==> src/rtl/serial_xor_reducer.sv <==
// serial_xor_reducer: bit-serial XOR-reduce and popcount of a word, LSB first, with valid/ready handshakes
module mux2 (
  input  logic sel,
  input  logic a,
  input  logic b,
  output logic y
);
  // plain 2:1 select, b when sel is high
  always_comb y = sel ? b : a;
endmodule

module serial_xor_reducer #(
  parameter int WIDTH = 8,
  localparam int CW = $clog2(WIDTH + 1)
) (
  input  logic          clk,
  input  logic          rst,
  input  logic          in_valid,
  output logic          in_ready,
  input  logic [WIDTH-1:0] in_data,
  input  logic          in_inv,
  output logic          out_valid,
  input  logic          out_ready,
  output logic          out_parity,
  output logic [CW-1:0] out_ones
);
  typedef enum logic [1:0] {IDLE, SHIFT, DONE} state_t;
  state_t state_q, state_d;
  logic [WIDTH-1:0] sh_q, sh_d;
  logic acc_q, acc_d;
  logic [CW-1:0] ones_q, ones_d, cnt_q, cnt_d;
  logic bit_n, acc_x;
  mux2 u_inv (.sel(sh_q[0]), .a(1'b1), .b(1'b0), .y(bit_n));
  mux2 u_sel (.sel(acc_q), .a(sh_q[0]), .b(bit_n), .y(acc_x));
  assign in_ready   = state_q == IDLE;
  assign out_valid  = state_q == DONE;
  assign out_parity = acc_q;
  assign out_ones   = ones_q;
  // next state: load on accept, fold one bit per SHIFT edge, release on output handshake
  always_comb begin
    state_d = state_q;
    sh_d    = sh_q;
    acc_d   = acc_q;
    ones_d  = ones_q;
    cnt_d   = cnt_q;
    if (state_q == IDLE && in_valid) begin
      state_d = SHIFT;
      sh_d    = in_data;
      acc_d   = in_inv;
      ones_d  = '0;
      cnt_d   = '0;
    end else if (state_q == SHIFT) begin
      acc_d   = acc_x;
      ones_d  = ones_q + CW'(sh_q[0]);
      sh_d    = sh_q >> 1;
      cnt_d   = cnt_q + 1'b1;
      state_d = cnt_q == CW'(WIDTH - 1) ? DONE : SHIFT;
    end else if (state_q == DONE && out_ready) begin
      state_d = IDLE;
    end
  end
  // state registers; reset wins over any handshake on the same edge
  always_ff @(posedge clk) begin
    if (rst) begin
      state_q <= IDLE;
      sh_q    <= '0;
      acc_q   <= 1'b0;
      ones_q  <= '0;
      cnt_q   <= '0;
    end else begin
      state_q <= state_d;
      sh_q    <= sh_d;
      acc_q   <= acc_d;
      ones_q  <= ones_d;
      cnt_q   <= cnt_d;
    end
  end
endmodule

==> config.mk <==
export PLATFORM = sky130hd
export DESIGN_NAME = serial_xor_reducer
export DESIGN_NICKNAME = d
export VERILOG_FILES = /design/src/rtl/serial_xor_reducer.sv
export SDC_FILE = /design/constraint.sdc
export NUM_CORES = 1
export LEC_CHECK = 0
export ABC_AREA = 1
export CORE_ASPECT_RATIO = 1.1
export CORE_UTILIZATION = 53
export DETAILED_ROUTE_END_ITERATION = 10
export MAX_ROUTING_LAYER = met4
export PLACE_DENSITY = 0.93
export SLEW_MARGIN = 40
export SYNTH_ARGS = -nofsm -noshare
export SYNTH_HDL_FRONTEND = slang
export SYNTH_SLANG_ARGS = --single-unit
==> constraint.sdc <==
create_clock -name clk -period 2.35 [get_ports clk]
set_input_delay 0.47 -clock clk [delete_from_list [all_inputs] [get_ports clk]]
set_output_delay 0.47 -clock clk [all_outputs]
set_load 0.02 [all_outputs]
==> reports/qor.yml, run 1 <==
global_routing:
  grt_start_max_net_pins: 12
  overflow: 0
  grt_pass1_wl_mm: 2.835
  grt_usage_pct: 19.40
  antenna_found_initial: 0
  grt_pass1_vias: 736
synth:
  ys_types: 17
  synthXorXnorAreaFrac_pct: 2.625
  synth_top_family_by_area: "simple AND/OR/NAND/NOR gates"
  synthFlopType: "dfxtp_1"
  ys_ff_latch: 19
  syn_inst: 137
  synthArstFlopShare_pct: 0
  synth.mux.area_fraction_pct: 0
  synth.most_common_cell: "nand2_1"
  synth-compound-area-share_pct: 8.125
  syn-num-nets: 153
  yosysWarnings: 0
  syn-cell-area_um2: 1001
  synth_area_leaders: "dfxtp_1 (38%), nand2_1 (17%), a21oi_1 (6.5%)"
  ys_seq_area_share_pct: 38.00
  yosysTopAreaCell: "dfxtp_1"
  synth_edf_count: 0
  synth_top_area_share_pct: 38.00
  synth.top_cells.by_count: "nand2_1 (44), dfxtp_1 (19), nor2_1 (15)"
  synth_simple_gate_area_share_pct: 38.75
  yosys.area_share.adder_pct: 3.750
  synth_area_per_cell_um2: 7.306
setup_path:
  crit_fanout: 11
  critPathRequiredTime_ns: 1.88
  slowest_stage: "clkdlybuf4s50_1"
  path_class: "flip-flop to output port"
  path_cells: "nor2_4, clkdlybuf4s50_1"
  crit_path_end_kind: "output port"
  slowest_delay_ns: 0.66
  critical-path-top-delay-family: "buffers and inverters"
  crit_arrival_ns: 1.77
  cp.buffers_inverters: 1
  crit_path_start_kind: "flip-flop"
cts:
  cts.sinks: 19
  clockBufferDepth: 2
  ctsHoldBuffers: 0
  clkTransAtPathRegs_ns: 0.11
  tritoncts: "built"
  clk-insertion-delay-late_ns: 0.30
  cts_buffers: 3
  cts-root-buf: "clkbuf_4"
  htreeDepth: 1
route:
  drtIter0Drc: 20
  wl_mm: 1.863
  drc: 3
  drt-vias-per-instance: 5.080
  dr.pass1.iters: 8
  avgRoutedWirePerCell_um: 10.65
  antenna_left: 0
  vias: 889
floorplanning:
  core_um2: 1782
  dieArea_um2: 2067
  chipWidth_um: 43.44
  num_io_pins: 20
  die_h_um: 47.58
  start_util_pct: 56.18
  rows: 16
run_status:
  status: "complete, but fails checks"
  violations: "design-rule violations"
sta:
  holdWs_ns: 0.4775
  skew_ns: 0.002937
  fmax_ghz: 0.4455
  worst_slack_ns: 0.1054
  worst_pin_slew_ns: 0.5671
  maxSlewHeadroom_pct: 62.14
  finalCriticalPeriod_ns: 2.245
  fin_setup_tns_ns: 0
  finalCritPeriodShare_pct: 95.52
  hold_viol_final: 0
  setup_viol: 0
  slew_violations: 0
  rsz0062_at_grt: "no"
placed_design:
  pre_cts_slack_ns: 0.4396
  portBuffers: 19
  dp_hpwl_mm: 1.349
  routabilityCongestion: 0.8321
power:
  cellLeakagePower_uw: 0.0005386
  vdd_ir_drop_max_v: 0.0003616
  pwr_density_cell_nw_per_um2: 528.5
final_layout:
  utilization_pct: 67.63
  drive_gt1_share_pct: 8.280
  layout.nets: 174
  area_delta_synth_final_pct: 20.38
  diodes: 0
min_path:
  hold_class: "flip-flop to flip-flop"
job:
  cap_violations: 0
-- cells in the final DEF (no fill, tap or decap) --
cell type        Yosys  layout
buf_4                0       1
nor2_4               2       2
nand3b_1             6       6
inv_2                1       1
nand3_1             13      13
nand2_4              3       3
dfxtp_1             19      19
nand2_1             44      44
a21oi_1             13      13
xor2_1               3       3
clkdlybuf4s50_1      0      19
clkinv_2             0       1
o21ai_4              1       1
clkbuf_4             0       3
ha_1                 3       3
inv_4                1       1
nor2_1              15      15
inv_1                9       9
-- stage by stage --
stage                     area (um^2)  power, uW  instances
final                            1205      636.8        175
after global routing             1205      672.8        175
after CTS                        1205      637.9        175
after detailed placement         1177      476.5        171
after global placement           1177      473.1        171
after floorplan                  1001      441.5        137
-- cells by family after synthesis --
family / after synthesis
adder cells (fa/ha/maj): 3
AND/OR/NAND/NOR: 83
XOR/XNOR: 3
AO/OA/AOI/OAI: 14
buffers and inverters: 15
flip-flops: 19
-- sequential cells by signal (all words and copies together) (netlist names) --
| signal | count |
|---|---|
| sh_q | 8 |
| state_q | 2 |
| cnt_q | 4 |
| out_ones | 4 |
| out_parity | 1 |
-- worst reg2reg max path, delay by kind of cell (launching register included) --
| kind | cells | cell delay [ns] |
|---|---|---|
| flip-flops | 1 | 0.70 |
| AND/OR/NAND/NOR | 5 | 0.52 |
| buffers and inverters | 1 | 0.09 |
-- repair_timing --
action,in CTS,in global routing
setup buffers,0,0
endpoints found under the setup margin,0,1
resized for setup,0,0
endpoints found under the hold margin,0,0
-- layer usage --
layer  wire, um  share of wire [%]  up-vias  global-route usage, %
met3         72                3.9        5                  3.396
met1        830                 45      389                  19.27
met5          0                  0        -                      -
li1           -                  -      473                      -
met2        934                 50       22                  37.27
met4         25                1.3        0                  9.375
-- worst paths after layout --
kind,from,end,slack (ns),cells past startpoint
worst min register to register,sh_q[6],sh_q[6],0.48,2
worst min-delay path,sh_q[6],sh_q[6],0.48,2
worst max-delay path,state_q[0],in_ready,0.11,2
worst max register to register,state_q[0],out_ones[3],0.98,6
-- report_power, final --
part           switching [uW]  internal, uW  total [uW]
registers                16.4           338         355
clock network             103          63.5         167
logic                    62.1          53.5         116
total                     182           455         637
-- cell type report --
| class | instances | area, um^2 |
|---|---|---|
| sequential | 19 | 380.4 |
| inverter | 11 | 43.79 |
| fill | 148 | 576.8 |
| multi-input combinational | 103 | 533.0 |
| timing repair buffer | 20 | 197.7 |
| clock buffer | 3 | 22.52 |
| tap | 18 | 22.52 |
| clock inverter | 1 | 5.005 |
Note: power is estimated with default switching activity, not from simulation.
==> run 2, diff against run 1 <==
- GPL_TIMING_DRIVEN: unset -> 1
==> results of run 2 <==
Final layout, timing and power as in run 1 (identical DEF).
